`src/rtl/mem_port_arbiter_if.sv`:
```
// Bundle of the IFU, LSU and memory-side handshakes around the shared memory port.
// The master modport is the arbiter's view; slave is the requesters/memory side.
interface mem_port_arbiter_if #(
    parameter int ADDR_W = 64,
    parameter int DATA_W = 64
);
    logic                ifu_req_valid;
    logic                ifu_req_ready;
    logic [ADDR_W-1:0]   ifu_addr;
    logic                ifu_resp_valid;
    logic [31:0]         ifu_rdata;
    logic                ifu_err;

    logic                lsu_req_valid;
    logic                lsu_req_ready;
    logic [ADDR_W-1:0]   lsu_addr;
    logic                lsu_wen;
    logic [DATA_W-1:0]   lsu_wdata;
    logic [DATA_W/8-1:0] lsu_wmask;
    logic                lsu_resp_valid;
    logic [DATA_W-1:0]   lsu_rdata;
    logic                lsu_err;

    logic                mem_req_valid;
    logic                mem_req_ready;
    logic [ADDR_W-1:0]   mem_addr;
    logic                mem_wen;
    logic [DATA_W-1:0]   mem_wdata;
    logic [DATA_W/8-1:0] mem_wmask;
    logic                mem_resp_valid;
    logic [DATA_W-1:0]   mem_rdata;

    modport master (
        input  ifu_req_valid, ifu_addr,
        output ifu_req_ready, ifu_resp_valid, ifu_rdata, ifu_err,
        input  lsu_req_valid, lsu_addr, lsu_wen, lsu_wdata, lsu_wmask,
        output lsu_req_ready, lsu_resp_valid, lsu_rdata, lsu_err,
        output mem_req_valid, mem_addr, mem_wen, mem_wdata, mem_wmask,
        input  mem_req_ready, mem_resp_valid, mem_rdata
    );

    modport slave (
        output ifu_req_valid, ifu_addr,
        input  ifu_req_ready, ifu_resp_valid, ifu_rdata, ifu_err,
        output lsu_req_valid, lsu_addr, lsu_wen, lsu_wdata, lsu_wmask,
        input  lsu_req_ready, lsu_resp_valid, lsu_rdata, lsu_err,
        input  mem_req_valid, mem_addr, mem_wen, mem_wdata, mem_wmask,
        output mem_req_ready, mem_resp_valid, mem_rdata
    );
endinterface

```
`src/rtl/mem_port_arbiter.sv`:
```
// Single-outstanding arbiter sharing one memory port between IFU (read-only) and LSU.
// LSU has fixed priority; a timeout returns an error response if memory never answers.
module mem_port_arbiter #(
    parameter int ADDR_W  = 64,
    parameter int DATA_W  = 64,
    parameter int TIMEOUT = 256
) (
    input  logic clk,
    input  logic rst,
    mem_port_arbiter_if.master bus
);
    localparam int CNT_W = $clog2(TIMEOUT);
    localparam logic [CNT_W-1:0] TO_MAX = CNT_W'(TIMEOUT - 1);

    typedef enum logic [1:0] {IDLE, REQ, WAIT, RESP} state_t;

    state_t            state, state_nxt;
    logic              owner;          // 0 = IFU, 1 = LSU
    logic [CNT_W-1:0]  to_cnt;
    logic              ifu_acc, lsu_acc, resp_hit, timed_out;
    logic [5:0]        word_lsb;
    logic [31:0]       ifu_word;

    assign bus.lsu_req_ready = (state == IDLE);
    assign bus.ifu_req_ready = (state == IDLE) && !bus.lsu_req_valid;

    always_comb begin
        state_nxt = state;
        lsu_acc   = bus.lsu_req_valid && bus.lsu_req_ready;
        ifu_acc   = bus.ifu_req_valid && bus.ifu_req_ready;
        // Responses only count in WAIT; a same-cycle response beats the timeout.
        resp_hit  = (state == WAIT) && bus.mem_resp_valid;
        timed_out = ((state == REQ) || (state == WAIT)) && (to_cnt == TO_MAX) && !resp_hit;
        case (state)
            IDLE: if (lsu_acc || ifu_acc) state_nxt = REQ;
            REQ: begin
                if (timed_out)              state_nxt = RESP;
                else if (bus.mem_req_ready) state_nxt = WAIT;
            end
            WAIT: if (resp_hit || timed_out) state_nxt = RESP;
            RESP: state_nxt = IDLE;
            default: state_nxt = IDLE;
        endcase
    end

    // Instruction word is picked by address bit 2 of the latched fetch address.
    always_comb begin
        word_lsb = (DATA_W >= 64 && bus.mem_addr[2]) ? 6'd32 : 6'd0;
        ifu_word = bus.mem_rdata[word_lsb +: 32];
    end

    always_ff @(posedge clk) begin
        if (rst) begin
            state              <= IDLE;
            owner              <= 1'b0;
            to_cnt             <= '0;
            bus.mem_req_valid  <= 1'b0;
            bus.mem_addr       <= '0;
            bus.mem_wen        <= 1'b0;
            bus.mem_wdata      <= '0;
            bus.mem_wmask      <= '0;
            bus.ifu_resp_valid <= 1'b0;
            bus.ifu_err        <= 1'b0;
            bus.ifu_rdata      <= '0;
            bus.lsu_resp_valid <= 1'b0;
            bus.lsu_err        <= 1'b0;
            bus.lsu_rdata      <= '0;
        end else begin
            state              <= state_nxt;
            bus.ifu_resp_valid <= 1'b0;
            bus.lsu_resp_valid <= 1'b0;
            if ((state == REQ) || (state == WAIT))
                to_cnt <= to_cnt + 1'b1;

            if (lsu_acc) begin
                owner             <= 1'b1;
                to_cnt            <= '0;
                bus.mem_req_valid <= 1'b1;
                bus.mem_addr      <= bus.lsu_addr;
                bus.mem_wen       <= bus.lsu_wen;
                bus.mem_wdata     <= bus.lsu_wdata;
                bus.mem_wmask     <= bus.lsu_wen ? bus.lsu_wmask : '0;
            end else if (ifu_acc) begin
                owner             <= 1'b0;
                to_cnt            <= '0;
                bus.mem_req_valid <= 1'b1;
                bus.mem_addr      <= bus.ifu_addr;
                bus.mem_wen       <= 1'b0;
                bus.mem_wdata     <= '0;
                bus.mem_wmask     <= '0;
            end

            if ((state == REQ) && (timed_out || bus.mem_req_ready))
                bus.mem_req_valid <= 1'b0;

            if (resp_hit || timed_out) begin
                if (owner) begin
                    bus.lsu_resp_valid <= 1'b1;
                    bus.lsu_err        <= timed_out;
                    bus.lsu_rdata      <= (resp_hit && !bus.mem_wen) ? bus.mem_rdata : '0;
                end else begin
                    bus.ifu_resp_valid <= 1'b1;
                    bus.ifu_err        <= timed_out;
                    bus.ifu_rdata      <= resp_hit ? ifu_word : '0;
                end
            end
        end
    end
endmodule

```
`src/flat_wrapper.sv`:
```
// flat-port wrapper written by rule: the top's interface ports become plain ports
module mem_port_arbiter_flat 
#(
    parameter int ADDR_W  = 64,
    parameter int DATA_W  = 64,
    parameter int TIMEOUT = 256
)
  (clk, rst, bus_ifu_req_valid, bus_ifu_addr, bus_ifu_req_ready, bus_ifu_resp_valid, bus_ifu_rdata, bus_ifu_err, bus_lsu_req_valid, bus_lsu_addr, bus_lsu_wen, bus_lsu_wdata, bus_lsu_wmask, bus_lsu_req_ready, bus_lsu_resp_valid, bus_lsu_rdata, bus_lsu_err, bus_mem_req_valid, bus_mem_addr, bus_mem_wen, bus_mem_wdata, bus_mem_wmask, bus_mem_req_ready, bus_mem_resp_valid, bus_mem_rdata);
  mem_port_arbiter_if #(.ADDR_W(ADDR_W), .DATA_W(DATA_W)) bus_i ();
  input  logic clk;
  input  logic rst;
  input wire logic [$bits(bus_i.ifu_req_valid)-1:0] bus_ifu_req_valid;
  input wire logic [$bits(bus_i.ifu_addr)-1:0] bus_ifu_addr;
  output wire logic [$bits(bus_i.ifu_req_ready)-1:0] bus_ifu_req_ready;
  output wire logic [$bits(bus_i.ifu_resp_valid)-1:0] bus_ifu_resp_valid;
  output wire logic [$bits(bus_i.ifu_rdata)-1:0] bus_ifu_rdata;
  output wire logic [$bits(bus_i.ifu_err)-1:0] bus_ifu_err;
  input wire logic [$bits(bus_i.lsu_req_valid)-1:0] bus_lsu_req_valid;
  input wire logic [$bits(bus_i.lsu_addr)-1:0] bus_lsu_addr;
  input wire logic [$bits(bus_i.lsu_wen)-1:0] bus_lsu_wen;
  input wire logic [$bits(bus_i.lsu_wdata)-1:0] bus_lsu_wdata;
  input wire logic [$bits(bus_i.lsu_wmask)-1:0] bus_lsu_wmask;
  output wire logic [$bits(bus_i.lsu_req_ready)-1:0] bus_lsu_req_ready;
  output wire logic [$bits(bus_i.lsu_resp_valid)-1:0] bus_lsu_resp_valid;
  output wire logic [$bits(bus_i.lsu_rdata)-1:0] bus_lsu_rdata;
  output wire logic [$bits(bus_i.lsu_err)-1:0] bus_lsu_err;
  output wire logic [$bits(bus_i.mem_req_valid)-1:0] bus_mem_req_valid;
  output wire logic [$bits(bus_i.mem_addr)-1:0] bus_mem_addr;
  output wire logic [$bits(bus_i.mem_wen)-1:0] bus_mem_wen;
  output wire logic [$bits(bus_i.mem_wdata)-1:0] bus_mem_wdata;
  output wire logic [$bits(bus_i.mem_wmask)-1:0] bus_mem_wmask;
  input wire logic [$bits(bus_i.mem_req_ready)-1:0] bus_mem_req_ready;
  input wire logic [$bits(bus_i.mem_resp_valid)-1:0] bus_mem_resp_valid;
  input wire logic [$bits(bus_i.mem_rdata)-1:0] bus_mem_rdata;
  assign bus_i.ifu_req_valid = bus_ifu_req_valid;
  assign bus_i.ifu_addr = bus_ifu_addr;
  assign bus_ifu_req_ready = bus_i.ifu_req_ready;
  assign bus_ifu_resp_valid = bus_i.ifu_resp_valid;
  assign bus_ifu_rdata = bus_i.ifu_rdata;
  assign bus_ifu_err = bus_i.ifu_err;
  assign bus_i.lsu_req_valid = bus_lsu_req_valid;
  assign bus_i.lsu_addr = bus_lsu_addr;
  assign bus_i.lsu_wen = bus_lsu_wen;
  assign bus_i.lsu_wdata = bus_lsu_wdata;
  assign bus_i.lsu_wmask = bus_lsu_wmask;
  assign bus_lsu_req_ready = bus_i.lsu_req_ready;
  assign bus_lsu_resp_valid = bus_i.lsu_resp_valid;
  assign bus_lsu_rdata = bus_i.lsu_rdata;
  assign bus_lsu_err = bus_i.lsu_err;
  assign bus_mem_req_valid = bus_i.mem_req_valid;
  assign bus_mem_addr = bus_i.mem_addr;
  assign bus_mem_wen = bus_i.mem_wen;
  assign bus_mem_wdata = bus_i.mem_wdata;
  assign bus_mem_wmask = bus_i.mem_wmask;
  assign bus_i.mem_req_ready = bus_mem_req_ready;
  assign bus_i.mem_resp_valid = bus_mem_resp_valid;
  assign bus_i.mem_rdata = bus_mem_rdata;
  mem_port_arbiter #(.ADDR_W(ADDR_W), .DATA_W(DATA_W), .TIMEOUT(TIMEOUT)) u_core (.clk(clk), .rst(rst), .bus(bus_i));
endmodule
```
`config.mk`:
```
export PLATFORM = sky130hd
export DESIGN_NAME = mem_port_arbiter_flat
export DESIGN_NICKNAME = d
export VERILOG_FILES = /design/src/rtl/mem_port_arbiter_if.sv /design/src/rtl/mem_port_arbiter.sv /design/src/flat_wrapper.sv
export SDC_FILE = /design/constraint.sdc
export NUM_CORES = 1
export LEC_CHECK = 0
export ABC_AREA = 1
export BUFFER_PORTS_ARGS = -buffer_cell sky130_fd_sc_hd__clkbuf_2
export CAP_MARGIN = 10
export CORE_AREA = 5 5 197 199
export CTS_CLUSTER_SIZE = 12
export DETAILED_ROUTE_END_ITERATION = 6
export DIE_AREA = 0 0 202 204
export PLACE_DENSITY = 0.49
export REMOVE_ABC_BUFFERS = 1
export SETUP_SLACK_MARGIN = 0.5
export SLEW_MARGIN = 10
export SYNTH_ARGS = -nofsm -noshare
export SYNTH_HDL_FRONTEND = slang
export SYNTH_SLANG_ARGS = --single-unit
```
`constraint.sdc`:
```
create_clock -name clk -period 5.3 [get_ports clk]
set_clock_uncertainty 0.05 [all_clocks]
set_input_delay 1.59 -clock clk [delete_from_list [all_inputs] [get_ports clk]]
set_output_delay 1.59 -clock clk [all_outputs]
set_load 0.02 [all_outputs]
```
==> metrics.txt, run 1 <==
Finished Layout Cells=2050; P per Cell Area=488 mW/mm^2; core region area=0.0370 mm^2; Final min period=4.14 ns; max_slew headroom=20.8%; drt drc=0; largest net degree at the start of global routing=101; Clk pwr share=28.9%; Reg power frac=36.4%; hpwl dp=30400 um; Placement Setup Slack=1.37 ns; Worst-path clk slew=0.06 ns; HP Class=flip-flop to flip-flop; first-pass GRT wire length=62400 um; warnings from Yosys=0; Switching Share=39.7%; met1 Usage GRT=24.3%; DRT Wirelength=41900 um; Initial Utilization=26.5%; Root Buffer=clkbuf_16; synthesized instance count=1099; Num CTS Buffers=29; number of enable flip-flop cells after synthesis=0; Chip Height=204 um; critical path type=flip-flop to output port; total track usage=19.0%; final hold vios=0; Logic pwr share=34.7%; grt ovf=0; Mean Syn Cell Area=8.93 um^2; Crit Path Max Fanout=37; VDD IR max=279 uV; most common cell after layout, fill and taps aside=clkbuf_2; sequential fraction of the synthesis area=50.8%; Slew Viols, Final=0; Post-Syn Area=0.00982 mm^2; Setup-failing EPs final=0; CTS tree=built; Yosys top cell area share=50.8%; Die Wd=202 um; WL/cell=20.5 um; CP Cell Sequence=inv_1 > ha_2 > inv_1 > nor2_1 > clkbuf_2; clk_lat worst skew=0.56 ns; post-layout util=36.5%; largest area contributor in the netlist=dfxtp_1; fraction of registers with async set or reset after synthesis=0%; placed insts=1996; status=finished, final reports clean; most frequent cells in the layout=509 x clkbuf_2, 249 x dfxtp_1, 176 x nand2_1; antenna-violating nets left=0; Int Pwr=3.99 mW; top post-synthesis cells by area=dfxtp_1 51%, nand2_1 6.8%, a22o_1 5.8%, o41ai_1 5.7%, a21oi_1 5.4%; # hold bufs at CTS=0; CP most frequent cell=inv_1; Vias=10044; Global Route met2 Usage=31.1%; Placer Congestion=0.815; layout cells sized above 1=42.4%; Yosys reg bits=249; final net count=1829; TritonCTS Sinks=249; Max Root-Sink Buffers=3; Pre-antenna DRT Iters=5; Worst path slowest cell=ha_2; area growth from synthesis to final layout=37.9%; antenna violations before repair=3; Worst Path Required=3.66 ns; vias in the first global route=10071; crit path capture type=output port; worst slew pin tran=1.19 ns; Tcrit/Tclk final=78.0%; main flop type after synthesis=dfxtp_1; post-CTS setup buffer count=0; M3 GR Usage=5.65%; Fmax=242 MHz; PortBufs=510; sw power=2.62 mW; gr busiest metal=met2; Ports=511; die area=0.0412 mm^2; leak pwr=6.02 nW; Iteration-0 DRC Markers=543; post-CTS resize count=0; final setup margin=1.16 ns; unrepaired setup endpoints after global routing=no; maxcap violations=0; CTS H-tree lvls=1; Worst setup SP type=flip-flop; Max stage delay on crit path=0.76 ns; Worst Path Arrival=2.50 ns; DR vias/cell=4.90; FP Rows=71; Yosys cell types=31
power by group through the flow:
stage,sequential [mW],combinational (mW),clock (mW)
6_report,2.41,2.29,1.91
5_1_grt,2.44,2.49,2.04
3_3_place_gp,2.44,2.32,0
3_5_place_dp,2.44,2.34,0
4_1_cts,2.41,2.34,1.96
2_1_floorplan,2.84,0.916,0
cell type report:
cell class,instances,area [um^2]
Tap cell,474,593
Sequential cell,249,4980
Inverter,22,82.6
Timing Repair Buffer,528,2700
Fill cell,3951,23500
Antenna cell,1,2.50
Clock inverter,11,75.1
Multi-Input combinational cell,723,4270
Clock buffer,42,825
cell usage after synthesis, types with 2 or more instances:
cell type,n
o21ai_0,15
nor2_2,2
nand2_2,2
buf_2,23
nor3_1,2
nand2_1,177
inv_1,19
o21ai_2,50
a32o_1,8
o41ai_1,64
or2_2,30
a21oi_1,105
inv_2,2
ha_1,5
nor2_4,3
nand3_1,69
o21ai_1,10
o2111ai_1,29
nor2_1,81
buf_6,12
buf_1,4
dfxtp_1,249
clkbuf_1,66
a22o_1,65
worst paths after layout:
check                          start  cells past startpoint                 endpoint  slack [ns]
max                  u_core.state[0]                      5        bus_ifu_req_ready        1.16
min          u_core.bus.mem_addr[63]                      2  u_core.bus.mem_addr[63]        0.40
max reg2reg          u_core.state[0]                      9  u_core.bus.mem_wmask[0]        2.28
min reg2reg  u_core.bus.mem_addr[63]                      2  u_core.bus.mem_addr[63]        0.40
worst max-delay path: cells and delay by family, from the launching register on:
kind,cells,cell delay [ns]
adders and majority gates,1,0.76
DFF,1,0.33
buffers and inverters,3,0.48
and+or+nand+nor,1,0.35
stage by stage:
stage          power, mW  instance area, um^2  hold WS (ns)  setup TNS, ns
3_5_place_dp        4.77                12600         0.387              0
6_report            6.60                13500         0.398              0
5_1_grt             6.97                13500         0.422              0
3_3_place_gp        4.76                12600         0.386              0
2_1_floorplan       3.75                 9300         0.393        -274.33
4_1_cts             6.70                13500         0.404              0
state kept, by name (all words and copies together) (netlist names):
| register | flops |
|---|---|
| u_core.owner | 1 |
| u_core.bus.lsu_resp_valid | 1 |
| u_core.to_cnt | 8 |
| u_core.bus.mem_addr | 64 |
| u_core.bus.ifu_rdata | 32 |
| u_core.bus.mem_wdata | 64 |
| u_core.bus.mem_wen | 1 |
| u_core.bus.lsu_err | 1 |
| u_core.state | 2 |
| u_core.bus.ifu_resp_valid | 1 |
| u_core.bus.lsu_rdata | 64 |
| u_core.bus.mem_req_valid | 1 |
| u_core.bus.ifu_err | 1 |
| u_core.bus.mem_wmask | 8 |
cell families after synthesis:
| kind of cell | count (synthesis) | share of synthesized area [%] |
|---|---|---|
| AOI/OAI and AO/OA | 347 | 26.1 |
| xor gates and xnor gates | 2 | 0.178 |
| adders and majority gates | 5 | 0.637 |
| buffers and inverters | 127 | 6.07 |
| DFF | 249 | 50.8 |
| muxes | 1 | 0.102 |
| and+or+nand+nor | 368 | 16.2 |
metal layers:
| metal | vias up | wire length, um |
|---|---|---|
| met4 | 2 | 1260 |
| met1 | 4719 | 17500 |
| met3 | 61 | 3610 |
| met5 | - | 13 |
| li1 | 4830 | - |
| met2 | 432 | 19500 |
(Power assumes the default switching activity.)
==> inputs of run 2 (changes only) <==
- PLACE_DENSITY: 0.49 -> 0.51
- clock period: 5.3 -> 3.7 ns (I/O delays scaled with it)
==> run 2 against run 1 <==
Clock power grew 44%. Utilization grew 0.40 points. Largest cell class unchanged. Total power grew 46%. Sequential share of layout area shrank 0.40 points. Sequential cell count is the same.
==> metrics.txt, run 2 (synthesis results as in run 1) <==
Num CTS Buffers=28 (-3.4%); Die Wd=202 um (unchanged); critical path type=flip-flop to output port; Final TNS setup=0 ns (unchanged); PortBufs=510 (unchanged); # hold bufs at CTS=0 (unchanged); Placer Congestion=0.871 (+6.9%); Max Root-Sink Buffers=3 (unchanged); CP Depth=5 (unchanged); Pre-antenna DRT Iters=5 (unchanged); post-layout util=36.9% (+0.40 points); P per Cell Area=705 mW/mm^2 (+45%); Root Buffer=clkbuf_16; CP most frequent cell=inv_1; Fmax=330 MHz; largest net degree at the start of global routing=74 (-27%); hpwl dp=31100 um (+2.2%); CTS H-tree lvls=1 (unchanged); sum of buffers and inverters on the critical path=3 (unchanged); hold depth=2 (unchanged); post-CTS resize count=0 (unchanged); clk_lat worst skew=0.55 ns (about the same); HP Class=flip-flop to flip-flop; Initial Utilization=26.5% (unchanged); most common cell after layout, fill and taps aside=clkbuf_2; CP Cell Sequence=inv_1 > ha_4 > inv_1 > nor2_1 > clkbuf_2; DR vias/cell=4.92 (+0.33%); Chip Height=204 um (unchanged); max_slew headroom=25.1% (+4.4 points); WL/cell=20.7 um (+0.98%); FF-to-FF End=u_core.bus.mem_wdata[46]; antenna-violating nets left=0 (unchanged); Ports=511 (unchanged); die area=0.0412 mm^2 (unchanged); CTS tree=built; Tcrit/Tclk final=81.8%; area growth from synthesis to final layout=39.4%; Final min period=3.03 ns; Tot Pwr=9.66 mW (+46%); vias in the first global route=10114 (+0.43%); WHS Endpoint=u_core.bus.mem_addr[57]; Worst path slowest cell=ha_4; FP Rows=71 (unchanged); antenna violations before repair=10 (+7); Hold Slack=0.404 ns (+0.00576 ns); Worst setup SP type=flip-flop; Worst-path clk slew=0.06 ns (about the same); Setup-failing EPs final=0 (unchanged); worst slew pin tran=1.12 ns (-0.0654 ns); VDD IR max=336 uV (+20%); fin area=0.0137 mm^2 (+1.1%); grt ovf=0 (unchanged); Max stage delay on crit path=0.41 ns (-0.35 ns); CP top delay family=buffers and inverters; final hold vios=0 (unchanged); TritonCTS Sinks=249 (unchanged); Worst R2R Setup Slack=1.22 ns (-1.06 ns); Worst Path Arrival=1.87 ns (-0.63 ns); Vias=10141 (+0.97%); post-CTS setup buffer count=1 (+1); most frequent cells in the layout=509 x clkbuf_2, 249 x dfxtp_1, 176 x nand2_1; Slew Viols, Final=0 (unchanged); core region area=0.0370 mm^2 (unchanged); CP Launch Point=u_core.state[0]; leak pwr=6.09 nW (+1.2%); unrepaired setup endpoints after global routing=no; total track usage=19.5% (+0.46 points); biggest regs=u_core.bus.lsu_rdata x64, u_core.bus.mem_addr x64, u_core.bus.mem_wdata x64; HP Start=u_core.bus.mem_addr[57]; DRT Wirelength=42600 um (+1.6%); worst r2r path cells=6 (-3); first-pass GRT wire length=63200 um (+1.3%); Iteration-0 DRC Markers=545 (+0.37%); Crit Path Max Fanout=22 (-41%); Worst Path Required=2.54 ns (-1.12 ns); maxcap violations=0 (unchanged); status=finished, final reports clean; crit path capture type=output port; layout cells sized above 1=42.6% (+0.21 points); drt drc=0 (unchanged); r2r startpoint=u_core.state[0]; final net count=1841 (+0.66%); dpl cell area=0.0127 mm^2 (+0.89%)
## run 2: changes by cell type in the layout (fill, tap and decap cells not counted), moves of 2 or more
| cell | previous run | this run |
|---|---|---|
| clkbuf_1 | 8 | 11 |
| buf_4 | 18 | 29 |
| clkinv_2 | 8 | 2 |
| clkbuf_8 | 5 | 7 |
| diode_2 | 1 | 3 |
## run 2: worst reg2reg max path, stage by stage, from the launching register on
cell,delay (ns)
dfxtp_1,0.34
inv_1,0.16
ha_4,0.41
nand2_2,0.36
nor2_4,0.16
buf_4,0.62
a22o_1,0.33
## run 2: where the power goes
| group | switching [mW] | total, mW | leakage (nW) | internal (mW) |
|---|---|---|---|---|
| Combinational | 2.35 | 3.44 | 3.62 | 1.09 |
| Clock | 1.14 | 2.75 | 0.437 | 1.61 |
| Sequential | 0.289 | 3.47 | 2.03 | 3.18 |
| Total | 3.78 | 9.66 | 6.09 | 5.87 |
## run 2: layout make-up
cell class,instances,area (um^2)
diodes,3,7.51
clock buffers,46,838
clock inverters,5,63.8
fillers,3905,23400
inverters,22,82.6
multi-input cells,723,4280
flip-flops and latches,249,4980
well taps,474,593
repair buffers,541,2830
## run 2: how the worst max path moves through the flow
stage / slack (ns) / endpoint
final: 0.67 / bus_ifu_req_ready
after global routing: 0.55 / bus_ifu_req_ready
after CTS: 0.59 / bus_ifu_req_ready
after detailed placement: 0.76 / bus_ifu_req_ready
after global placement: 0.76 / bus_ifu_req_ready
after floorplan: -3.42 / u_core.to_cnt[5]
## run 2: per-stage QoR
step | worst slack (ns) | std cells
after floorplan | -3.42 | 994
after global placement | 0.762 | 2008
after detailed placement | 0.756 | 2008
after CTS | 0.595 | 2060
after global routing | 0.552 | 2060
final | 0.674 | 2063
## run 2: layer usage
metal / up-vias / share of wire [%] / global-route usage [%]
li1: 4855 / - / -
met1: 4742 / 40 / 23.8
met2: 458 / 47 / 32.2
met3: 72 / 10 / 7.05
met4: 14 / 3.0 / 5.86
met5: - / 0.24 / 0
